## src/rtl/mire_pkg.sv

```systemverilog
// mire_pkg: RGB565 colour constants, writer FSM state type and the bar
// colour lookup shared by the mire (test pattern) writer.
`timescale 1ns/1ps
package mire_pkg;

    localparam logic [15:0] GRID_GREY   = 16'h8410;
    localparam logic [15:0] BAR_WHITE   = 16'hFFFF;
    localparam logic [15:0] BAR_YELLOW  = 16'hFFE0;
    localparam logic [15:0] BAR_CYAN    = 16'h07FF;
    localparam logic [15:0] BAR_GREEN   = 16'h07E0;
    localparam logic [15:0] BAR_MAGENTA = 16'hF81F;
    localparam logic [15:0] BAR_RED     = 16'hF800;
    localparam logic [15:0] BAR_BLUE    = 16'h001F;
    localparam logic [15:0] BAR_BLACK   = 16'h0000;

    typedef enum logic [1:0] {
        IDLE  = 2'd0,
        WRITE = 2'd1,
        PAUSE = 2'd2,
        DONE  = 2'd3
    } state_t;

    // Colour of vertical bar k, left (0) to right (7)
    function automatic logic [15:0] bar_color(input logic [2:0] k);
        logic [15:0] c;
        case (k)
            3'd0:    c = BAR_WHITE;
            3'd1:    c = BAR_YELLOW;
            3'd2:    c = BAR_CYAN;
            3'd3:    c = BAR_GREEN;
            3'd4:    c = BAR_MAGENTA;
            3'd5:    c = BAR_RED;
            3'd6:    c = BAR_BLUE;
            3'd7:    c = BAR_BLACK;
            default: c = BAR_BLACK;
        endcase
        return c;
    endfunction

endpackage

```

## src/rtl/wshb_if.sv

```systemverilog
// wshb_if: 16-bit Wishbone bus between the framebuffer producers/consumers
// and the SDRAM controller.
`timescale 1ns/1ps
interface wshb_if (input logic clk);

    logic [31:0] adr;
    logic [15:0] dat_ms;
    logic [15:0] dat_sm;
    logic [1:0]  sel;
    logic        we;
    logic        stb;
    logic        cyc;
    logic        ack;
    logic [2:0]  cti;
    logic [1:0]  bte;

    modport master (
        input  clk, ack, dat_sm,
        output adr, dat_ms, sel, we, stb, cyc, cti, bte
    );

    modport slave (
        input  clk, adr, dat_ms, sel, we, stb, cyc, cti, bte,
        output ack, dat_sm
    );

endinterface

```

## src/rtl/mire_pixel.sv

```systemverilog
// mire_pixel: combinational colour of one test-pattern pixel from its
// (scrolled) column and line: eight vertical bars under a 16-pixel grid.
`timescale 1ns/1ps
module mire_pixel
    import mire_pkg::*;
#(
    parameter int HDISP = 640,
    parameter int XW    = 10,
    parameter int YW    = 9
) (
    input  logic [XW-1:0] xs,
    input  logic [YW-1:0] y,
    output logic [15:0]   color
);

    localparam int BAR_W = HDISP / 8;

    logic [2:0] bar_s;

    // Bar index: number of bar left edges the column has reached
    always_comb begin
        bar_s = 3'd0;
        for (int k = 1; k < 8; k++) begin
            bar_s = bar_s + {2'b00, (xs >= XW'(k * BAR_W))};
        end
    end

    // Grid lines on every 16th column and line override the bar colour
    always_comb begin
        if ((xs[3:0] == 4'd0) || (y[3:0] == 4'd0)) begin
            color = GRID_GREY;
        end else begin
            color = bar_color(bar_s);
        end
    end

endmodule

```

## src/rtl/mire_writer.sv

```systemverilog
// mire_writer: Wishbone master filling the framebuffer with the colour-bar
// test pattern, pixel (x,y) at byte address 2*(HDISP*y+x). The bus is
// released for PAUSE_LEN cycles after every BURST_LEN writes so the VGA
// reader can share the SDRAM. Optional macro MIRE_ANIM_EN: keep writing
// frames, scrolling the bars left by one pixel per frame; without it one
// frame is written and the writer parks in DONE.
`timescale 1ns/1ps
module mire_writer
    import mire_pkg::*;
#(
    parameter int HDISP     = 640,
    parameter int VDISP     = 480,
    parameter int BURST_LEN = 64,
    parameter int PAUSE_LEN = 2
) (
    input  logic   CLK,
    input  logic   NRST,
    wshb_if.master wshb_ifm,
    output logic   frame_done
);

    localparam int XW = $clog2(HDISP);
    localparam int YW = $clog2(VDISP);
    localparam int BW = (BURST_LEN > 1) ? $clog2(BURST_LEN) : 1;
    localparam int PW = (PAUSE_LEN > 1) ? $clog2(PAUSE_LEN) : 1;

    localparam logic [XW-1:0] X_ZERO = XW'(32'd0);
    localparam logic [XW-1:0] X_ONE  = XW'(32'd1);
    localparam logic [XW-1:0] X_LAST = XW'(HDISP - 1);
    localparam logic [YW-1:0] Y_ZERO = YW'(32'd0);
    localparam logic [YW-1:0] Y_ONE  = YW'(32'd1);
    localparam logic [YW-1:0] Y_LAST = YW'(VDISP - 1);
    localparam logic [BW-1:0] B_ZERO = BW'(32'd0);
    localparam logic [BW-1:0] B_ONE  = BW'(32'd1);
    localparam logic [BW-1:0] B_LAST = BW'(BURST_LEN - 1);
    localparam logic [PW-1:0] P_ZERO = PW'(32'd0);
    localparam logic [PW-1:0] P_ONE  = PW'(32'd1);
    localparam logic [PW-1:0] P_LAST = PW'(PAUSE_LEN - 1);

    state_t        state_r, state_s;
    logic [XW-1:0] x_r, xs_s;
    logic [YW-1:0] y_r;
    logic [BW-1:0] burst_r;
    logic [PW-1:0] pause_r;
    logic          stb_s, hs_s;
    logic          last_x_s, last_pix_s, burst_end_s, pause_end_s;
    logic [30:0]   pix_s;
    logic [15:0]   color_s;
    logic          unused_sm;

    assign hs_s        = stb_s & wshb_ifm.ack;
    assign last_x_s    = (x_r == X_LAST);
    assign last_pix_s  = last_x_s & (y_r == Y_LAST);
    assign burst_end_s = (burst_r == B_LAST);
    assign pause_end_s = (pause_r == P_LAST);

    // State register
    always_ff @(posedge CLK or negedge NRST) begin
        if (!NRST) begin
            state_r <= IDLE;
        end else begin
            state_r <= state_s;
        end
    end

    // Next state: frame end has priority over the fair-play release
    always_comb begin
        state_s = state_r;
        case (state_r)
            IDLE: begin
                state_s = WRITE;
            end
            WRITE: begin
                if (hs_s && last_pix_s) begin
`ifdef MIRE_ANIM_EN
                    state_s = WRITE;
`else
                    state_s = DONE;
`endif
                end else if (hs_s && burst_end_s) begin
                    state_s = PAUSE;
                end else begin
                    state_s = WRITE;
                end
            end
            PAUSE: begin
                if (pause_end_s) begin
                    state_s = WRITE;
                end else begin
                    state_s = PAUSE;
                end
            end
            DONE: begin
                state_s = DONE;
            end
            default: begin
                state_s = IDLE;
            end
        endcase
    end

    // Outputs per state: the strobe is only raised while writing
    always_comb begin
        stb_s = 1'b0;
        case (state_r)
            WRITE:             stb_s = 1'b1;
            IDLE, PAUSE, DONE: stb_s = 1'b0;
            default:           stb_s = 1'b0;
        endcase
    end

    // Pixel position, advanced only by accepted writes
    always_ff @(posedge CLK or negedge NRST) begin
        if (!NRST) begin
            x_r <= X_ZERO;
            y_r <= Y_ZERO;
        end else if (hs_s) begin
            if (last_x_s) begin
                x_r <= X_ZERO;
                y_r <= (y_r == Y_LAST) ? Y_ZERO : y_r + Y_ONE;
            end else begin
                x_r <= x_r + X_ONE;
            end
        end
    end

    // Acks in the current burst; cleared at the burst end or frame end
    always_ff @(posedge CLK or negedge NRST) begin
        if (!NRST) begin
            burst_r <= B_ZERO;
        end else if (hs_s) begin
            burst_r <= (last_pix_s || burst_end_s) ? B_ZERO : burst_r + B_ONE;
        end
    end

    // Cycles spent with the bus released
    always_ff @(posedge CLK or negedge NRST) begin
        if (!NRST) begin
            pause_r <= P_ZERO;
        end else if (state_r == PAUSE) begin
            pause_r <= pause_end_s ? P_ZERO : pause_r + P_ONE;
        end else begin
            pause_r <= P_ZERO;
        end
    end

    // One-cycle pulse after the ack of the frame's last pixel
    always_ff @(posedge CLK or negedge NRST) begin
        if (!NRST) begin
            frame_done <= 1'b0;
        end else begin
            frame_done <= hs_s & last_pix_s;
        end
    end

`ifdef MIRE_ANIM_EN
    logic [XW-1:0] xs_r, offset_r, offset_next_s;

    assign offset_next_s = (offset_r == X_LAST) ? X_ZERO : offset_r + X_ONE;

    // Scrolled column: reloaded with the frame offset at each line start,
    // the offset itself stepping once per frame
    always_ff @(posedge CLK or negedge NRST) begin
        if (!NRST) begin
            xs_r     <= X_ZERO;
            offset_r <= X_ZERO;
        end else if (hs_s) begin
            if (last_pix_s) begin
                offset_r <= offset_next_s;
                xs_r     <= offset_next_s;
            end else if (last_x_s) begin
                xs_r <= offset_r;
            end else begin
                xs_r <= (xs_r == X_LAST) ? X_ZERO : xs_r + X_ONE;
            end
        end
    end

    assign xs_s = xs_r;
`else
    assign xs_s = x_r;
`endif

    mire_pixel #(
        .HDISP (HDISP),
        .XW    (XW),
        .YW    (YW)
    ) u_pixel (
        .xs    (xs_s),
        .y     (y_r),
        .color (color_s)
    );

    assign pix_s = (31'(HDISP) * 31'(y_r)) + 31'(x_r);

    assign wshb_ifm.adr    = {pix_s, 1'b0};
    assign wshb_ifm.dat_ms = color_s;
    assign wshb_ifm.sel    = 2'b11;
    assign wshb_ifm.we     = 1'b1;
    assign wshb_ifm.cti    = 3'b000;
    assign wshb_ifm.bte    = 2'b00;
    assign wshb_ifm.stb    = stb_s;
    assign wshb_ifm.cyc    = stb_s;

    // Read data and the interface clock are not needed by a write-only master
    assign unused_sm = ^{wshb_ifm.dat_sm, wshb_ifm.clk};

endmodule

```

## src/flat_wrapper.sv

```systemverilog
// flat-port wrapper written by rule: the top's interface ports become plain ports
module mire_writer_flat import mire_pkg::*;
#(
    parameter int HDISP     = 640,
    parameter int VDISP     = 480,
    parameter int BURST_LEN = 64,
    parameter int PAUSE_LEN = 2
)
  (CLK, NRST, frame_done, clk, wshb_ifm_ack, wshb_ifm_dat_sm, wshb_ifm_adr, wshb_ifm_dat_ms, wshb_ifm_sel, wshb_ifm_we, wshb_ifm_stb, wshb_ifm_cyc, wshb_ifm_cti, wshb_ifm_bte);
  wshb_if wshb_ifm_i (.clk(clk));
  input  logic CLK;
  input  logic NRST;
  output logic frame_done;
  input wire logic clk;
  input wire logic [$bits(wshb_ifm_i.ack)-1:0] wshb_ifm_ack;
  input wire logic [$bits(wshb_ifm_i.dat_sm)-1:0] wshb_ifm_dat_sm;
  output wire logic [$bits(wshb_ifm_i.adr)-1:0] wshb_ifm_adr;
  output wire logic [$bits(wshb_ifm_i.dat_ms)-1:0] wshb_ifm_dat_ms;
  output wire logic [$bits(wshb_ifm_i.sel)-1:0] wshb_ifm_sel;
  output wire logic [$bits(wshb_ifm_i.we)-1:0] wshb_ifm_we;
  output wire logic [$bits(wshb_ifm_i.stb)-1:0] wshb_ifm_stb;
  output wire logic [$bits(wshb_ifm_i.cyc)-1:0] wshb_ifm_cyc;
  output wire logic [$bits(wshb_ifm_i.cti)-1:0] wshb_ifm_cti;
  output wire logic [$bits(wshb_ifm_i.bte)-1:0] wshb_ifm_bte;
  assign wshb_ifm_i.ack = wshb_ifm_ack;
  assign wshb_ifm_i.dat_sm = wshb_ifm_dat_sm;
  assign wshb_ifm_adr = wshb_ifm_i.adr;
  assign wshb_ifm_dat_ms = wshb_ifm_i.dat_ms;
  assign wshb_ifm_sel = wshb_ifm_i.sel;
  assign wshb_ifm_we = wshb_ifm_i.we;
  assign wshb_ifm_stb = wshb_ifm_i.stb;
  assign wshb_ifm_cyc = wshb_ifm_i.cyc;
  assign wshb_ifm_cti = wshb_ifm_i.cti;
  assign wshb_ifm_bte = wshb_ifm_i.bte;
  mire_writer #(.HDISP(HDISP), .VDISP(VDISP), .BURST_LEN(BURST_LEN), .PAUSE_LEN(PAUSE_LEN)) u_core (.CLK(CLK), .NRST(NRST), .wshb_ifm(wshb_ifm_i), .frame_done(frame_done));
endmodule
```

## config.mk

```make
export PLATFORM = sky130hd
export DESIGN_NAME = mire_writer_flat
export DESIGN_NICKNAME = d
export VERILOG_FILES = /design/src/rtl/mire_pkg.sv /design/src/rtl/wshb_if.sv /design/src/rtl/mire_pixel.sv /design/src/rtl/mire_writer.sv /design/src/flat_wrapper.sv
export SDC_FILE = /design/constraint.sdc
export NUM_CORES = 1
export LEC_CHECK = 0
export ABC_AREA = 0
export CAP_MARGIN = 5
export CORE_MARGIN = 5
export CORE_UTILIZATION = 40
export CTS_CLUSTER_SIZE = 8
export DETAILED_ROUTE_END_ITERATION = 6
export PLACE_DENSITY_LB_ADDON = 0.1
export RECOVER_POWER = 25
export SYNTH_ARGS = -nofsm -noshare
export SYNTH_HDL_FRONTEND = slang
export SYNTH_SLANG_ARGS = --single-unit
```

## constraint.sdc

```tcl
create_clock -name CLK -period 3.59 [get_ports CLK]
set_input_delay 0.5385 -clock CLK [delete_from_list [all_inputs] [get_ports CLK]]
set_output_delay 0.5385 -clock CLK [all_outputs]
set_load 0.01 [all_outputs]
```

## Word-level counts from Yosys, hierarchy flattened

Memories as Yosys holds them, arrays and structs flattened.
Index checks and enable logic that the tools add are counted.

| word-level totals | value |
|---|---|
| register bits after elaboration | 29 |
| latch bits | 0 |
| RAM bits | 0 |
| memory bits (read-only) | 128 |
| input bits | 20 |
| output and inout bits | 59 |
| word-level logic and storage cells | 55 |
| memories | 1 |

| cells by class | value |
|---|---|
| add/subtract/negate cells | 11 |
| $mul | 1 |
| div/mod/pow operators | 0 |
| order comparisons | 7 |
| equality and inequality tests | 6 |
| shift-type cells | 0 |
| mux-type cells | 11 |
| bitwise logic cells | 3 |
| reduce and logical (&&, ||, !) cells | 9 |

Memories:

| name | depth | bits a word | read ports | clocked after memory_dff | write ports | line | source |
|---|---|---|---|---|---|---|---|
| (no name shown) | 8 | 16 | 1 | 0 | 0 | mire_pkg.sv:26 | `case (k)` |

Operators by type and width:

| cell | count |
|---|---|
| greater-or-equal comparator 10 x 9 -> 1 bit, second input constant | 3 |
| adder 19 x 10 -> 20 bit | 1 |
| greater-or-equal comparator 10 x 8 -> 1 bit, second input constant | 2 |
| two-way mux 16 bit | 1 |
| adder 3 x 1 -> 3 bit | 4 |
| multiplier 3 x 9 -> 12 bit, first input constant | 1 |
| adder 10 x 1 -> 10 bit, second input constant | 1 |
| equality test 10 bit, second input constant | 1 |
| greater-or-equal comparator 10 bit, second input constant | 1 |
| greater-or-equal comparator 10 x 7 -> 1 bit, second input constant | 1 |
| two-way mux 10 bit | 1 |
| adder 9 x 1 -> 9 bit, second input constant | 1 |
| equality test 9 bit, second input constant | 1 |
| two-way mux 9 bit | 1 |
| zero test 4 bit | 2 |
| case mux 2 bit (4 select lines) | 1 |
| adder 6 x 1 -> 6 bit, second input constant | 1 |
| equality test 6 bit, second input constant | 1 |
| two-way mux 2 bit | 3 |
| two-way mux 6 bit | 1 |
| equality test 2 bit, second input constant | 2 |
| adder 2 x 1 -> 3 bit | 1 |
| bitwise AND 1 bit | 3 |
| OR reduction 3 bit | 1 |
| 9 further kinds | 12 |

## Depth between registers and ports, before layout

An unclocked memory read counts as a cell.

| depth | value |
|---|---|
| depth after elaboration | 9 |
| mapped depth | 10 |
| mapped depth without buffers | 9 |

## By module

A second synthesis with hierarchy kept.

| second synthesis, totals | value |
|---|---|
| cells, all modules | 281 |
| area, all modules | 2571.2 µm² |

Modules (own cells, without submodules):

| module | instances | cells each | area each (µm²) | sequential area each (µm²) |
|---|---|---|---|---|
| mire_writer | 1 | 241 | 2254.7 | 725.7 |
| mire_pixel | 1 | 40 | 316.6 | 0.0 |

## Least setup slack after synthesis

Ideal clock, no wire load.

| timing path | value |
|---|---|
| kind | register -> output |
| start point | reg u_core.x_r[6] |
| end point | out wshb_ifm_dat_ms[12] |
| data arrival time | 3411 ps |
| data required time | 3052 ps |
| setup slack | -359 ps |
| stages on the path, launching flop included | 11 |
| path buffers | 2 |
| cell sequence | dfrtp_1 -> clkbuf_1 -> or2_2 -> o31a_1 -> fa_1 -> inv_1 -> fa_1 -> fa_1 -> fa_1 -> and2_1 -> buf_4 |

| on the way | value |
|---|---|
| cells in the longest elaborated chain, start to end | 9 |
| elaborated cells between the ends (all ways) | 15 |
| classes of those cells | add/sub: 6; order compare: 7; mux: 1; memory: 1 |

Ends and longest elaborated chain:

| item | line | source |
|---|---|---|
| from (decl) | mire_writer.sv:41 | `logic [XW-1:0] x_r, xs_s;` |
| from (signal assigned) | mire_writer.sv:122 | `x_r <= x_r + X_ONE;` |
| greater-or-equal comparator 10 x 7 -> 1 bit or greater-or-equal comparator 10 x 8 -> 1 bit (tied branches) | mire_pixel.sv:24 | `bar_s = bar_s + {2'b00, (xs >= XW'(k * BAR_W))};` |
| adder 1 x 1 -> 2 bit | mire_pixel.sv:24 |  |
| adder 2 x 1 -> 3 bit | mire_pixel.sv:24 |  |
| adder 3 x 1 -> 3 bit (3 in a row) | mire_pixel.sv:24 |  |
| adder 3 x 1 -> 3 bit * | mire_pixel.sv:24 |  |
| memory (8 x 16 bit) * | n/a |  |
| two-way mux 16 bit * | mire_pixel.sv:30 | `if ((xs[3:0] == 4'd0) \|\| (y[3:0] == 4'd0)) begin` |
| to (decl) | flat_wrapper.sv:18 | `output wire logic [$bits(wshb_ifm_i.dat_ms)-1:0] wshb_ifm_dat_ms;` |

Mark *: on every way between the ends. The rest lies on a longest branch, timed or not.

## Worst setup path in the final report

| timing path | value |
|---|---|
| start point | reg u_core.x_r[6] |
| end point | out wshb_ifm_dat_ms[14] |

The elaborated chain is that of the path after synthesis.

==> metrics.txt <==
Cells after Synth=~290; post-DR vias/cell=around 4.7; area of the mapped netlist=around 2500 um^2; Hold Violations, Final=0; failing checks=capacitance limit, slew limit, setup timing; placed inst area=2940 um^2; Synth area leader=dfrtp_1; TritonCTS clock tree=done; Hold Slack=443 ps; Critical Path Fanout Max=4; GPL Wtd Cong=0.746; fmax=approximately 0.26 GHz; clk sink count=29; port buffer count=40; ANT cells=0; Initial Utilization=40.6%; share of layout cells above drive strength 1=around 20%; clk_lat worst skew=280 ps; via count=1935; CP required=3050 ps; average size of a mapped cell=8.83 um^2; number of flops mapped to enable cells by yosys=0; crit share post-route=109%; Slew Viols, Final=30; setup ws final=-317 ps; yosys warns=0; Clock Skews=2.86 ps; Chip Width=89.6 um; crit path launch type=register; Final setup violation count=15; drt first pass iters=4; Die Span Y=89.6 um; Synth top area share=28.6%; P&R area growth vs syn=22.1%; NumNets Final=379; PD cells=356 nW/um^2; Iter 0 DRT Violations=102; terminus of the critical flop-to-flop path=u_core.burst_r[4]; leak pwr=1.55 nW; Avg WL per Cell=between 10 and 15 um; FF+latch count, synth=29; cell area after layout=3090 um^2; data arrival time of the critical path=roughly 3400 ps; FF-to-FF Start=u_core.y_r[0]; type of the worst setup path=reg -> out; first-pass GRT wire length=around 8800 um; vias in the first global route=~1900; MaxCap Viol Count=1; Min-Delay Path Depth=1; ys async rst share=100%; RSZ-0062 raised after global routing=true; worst-margin pin slew=1570 ps; CTS H-tree lvls=2; CORE AREA=6240 um^2; final setup TNS=-3390 ps; Post-DRT Antenna Nets=0; Clock Tree Buf Depth=2; max_slew headroom=-4.50%; endpoint type of the worst setup path=primary output; num rows=29; die area=around 8000 um^2; Finished Core Util=49.6%; total gr overflow=0; worst min-delay path class=reg -> reg; total wire length=5030 um; largest net degree at the start of global routing=30; initial antenna violation count=0; r2r worst-path depth=7; # DRC=0; Critical Path Start=u_core.x_r[6]; main flop type after synthesis=dfrtp_1; status=complete, but fails checks; Num CTS Buffers=5; min Tclk post-route=3910 ps; post-synthesis sequential area ratio=between 20% and 30%; I/O pin count=79; hpwl dp=3910 um; post-synthesis cell type count=42; min-delay src=u_core.pause_end_s; reg-to-reg slack, setup=1370 ps; number of fill cells in the layout=608; hold endpoint=u_core.pause_end_s; CTS Root Cell=clkbuf_8; GRT Util Overall=roughly 14%; Synth area leaders=dfrtp_1 29%, buf_4 12%, ha_1 11%; VDD IR max=0.000310 V; Reg clk slew, reported paths=roughly 60 ps
==> kinds of logic (layout without fill, tap and decap cells) <==
family	count (synthesis)	after routing	synth area share (%)
buffers and inverters	58	84	14.5
xor gates and xnor gates	26	26	8.99
adders and majority gates	28	28	15.6
other	2	21	0.296
AOI/OAI and AO/OA	44	44	10.9
DFF	29	29	28.6
and+or+nand+nor	100	100	21.1
==> cell usage in the layout, fill, tap and decap left out, drive strengths merged, types with 2 or more instances in the layout <==
cell	count
buf	31
dfrtp	29
nand2	23
ha	22
conb	21
nor2	18
clkdlybuf4s50	18
xnor2	16
o21ai	15
inv	11
xor2	10
clkbuf	10
nand3	9
clkdlybuf4s15	9
a21oi	9
nand2b	7
nor3	7
nor2b	6
and3	6
fa	6
and2	6
a21o	5
nand4	5
o31ai	4
or2	4
nand3b	3
a22o	2
or3	2
dlymetal6s2s	2
==> how the worst max path moves through the flow <==
| stage | depth (start not counted) | slack [ps] | end |
|---|---|---|---|
| global route | 9 | -460 | wshb_ifm_dat_ms[13] |
| finish | 9 | -320 | wshb_ifm_dat_ms[14] |
| floorplan | 10 | -120 | wshb_ifm_dat_ms[12] |
| global placement | 9 | -460 | wshb_ifm_dat_ms[11] |
| detailed placement | 9 | -490 | wshb_ifm_dat_ms[14] |
| CTS | 9 | -410 | wshb_ifm_dat_ms[14] |
==> registers in the layout, indices dropped and copies added, names as in the netlist <==
| name | cells |
|---|---|
| u_core.burst_r | 6 |
| u_core.x_r | 10 |
| u_core.pause_end_s | 1 |
| u_core.state_r | 2 |
| u_core.frame_done | 1 |
| u_core.y_r | 9 |
==> power breakdown <==
group	internal, W	leakage [nW]	switching, W
sequential	0.000383	0.366	0.0000604
combinational	0.000191	1.13	0.000172
clock	0.000173	0.0542	0.000121
total	0.000747	1.55	0.000354
==> cell type report <==
class	count	area, um^2	share of cell area (%)
Clock buffer	7	96.3	3.11
Sequential cell	29	726	23.5
Timing Repair Buffer	65	579	18.7
Inverter	11	41.3	1.33
Tap cell	77	96.3	3.11
Clock inverter	1	5.00	0.162
Multi-Input combinational cell	219	1550	50.1
==> per-layer routing <==
metal | GRT usage (%) | wire length [um]
met1 | 19.8 | 2390
met2 | 21.2 | 2380
met3 | 2.74 | 192
met4 | 4.06 | 63
met5 | 0 | 0
==> synthesized netlist by cell type, types with 6 or more instances <==
library cell,count
dfrtp_1,29
and2_1,6
nor2b_1,6
o21ai_0,14
nand2b_1,7
and3_1,6
inv_1,11
a21oi_1,9
clkbuf_1,7
nor2_1,18
nand3_1,9
xor2_1,10
ha_1,22
fa_1,6
xnor2_1,16
nand2_1,23
buf_4,40
==> worst max-delay path, stage by stage, from the launching register on <==
cell	delay [ps]
dfrtp_1	400
or2_4	240
o31a_1	260
fa_1	480
inv_1	50
fa_1	460
fa_2	380
fa_2	540
and2_4	170
buf_6	110
==> metrics by stage <==
step | instances | power, W | setup WS [ps]
global route | 409 | 0.00118 | -457
CTS | 409 | 0.00112 | -409
global placement | 397 | 0.000818 | -458
detailed placement | 397 | 0.000822 | -488
floorplan | 306 | 0.000700 | -119
finish | 409 | 0.00110 | -317
==> what timing repair did <==
| item | CTS | global route |
|---|---|---|
| pin swaps | 8 | 6 |
| setup endpoints to repair | 20 | 21 |
| hold buffers | 0 | 0 |
| setup buffers | 4 | 0 |
| gates resized for setup | 68 | 9 |
Power figures use the tool's default switching activity.
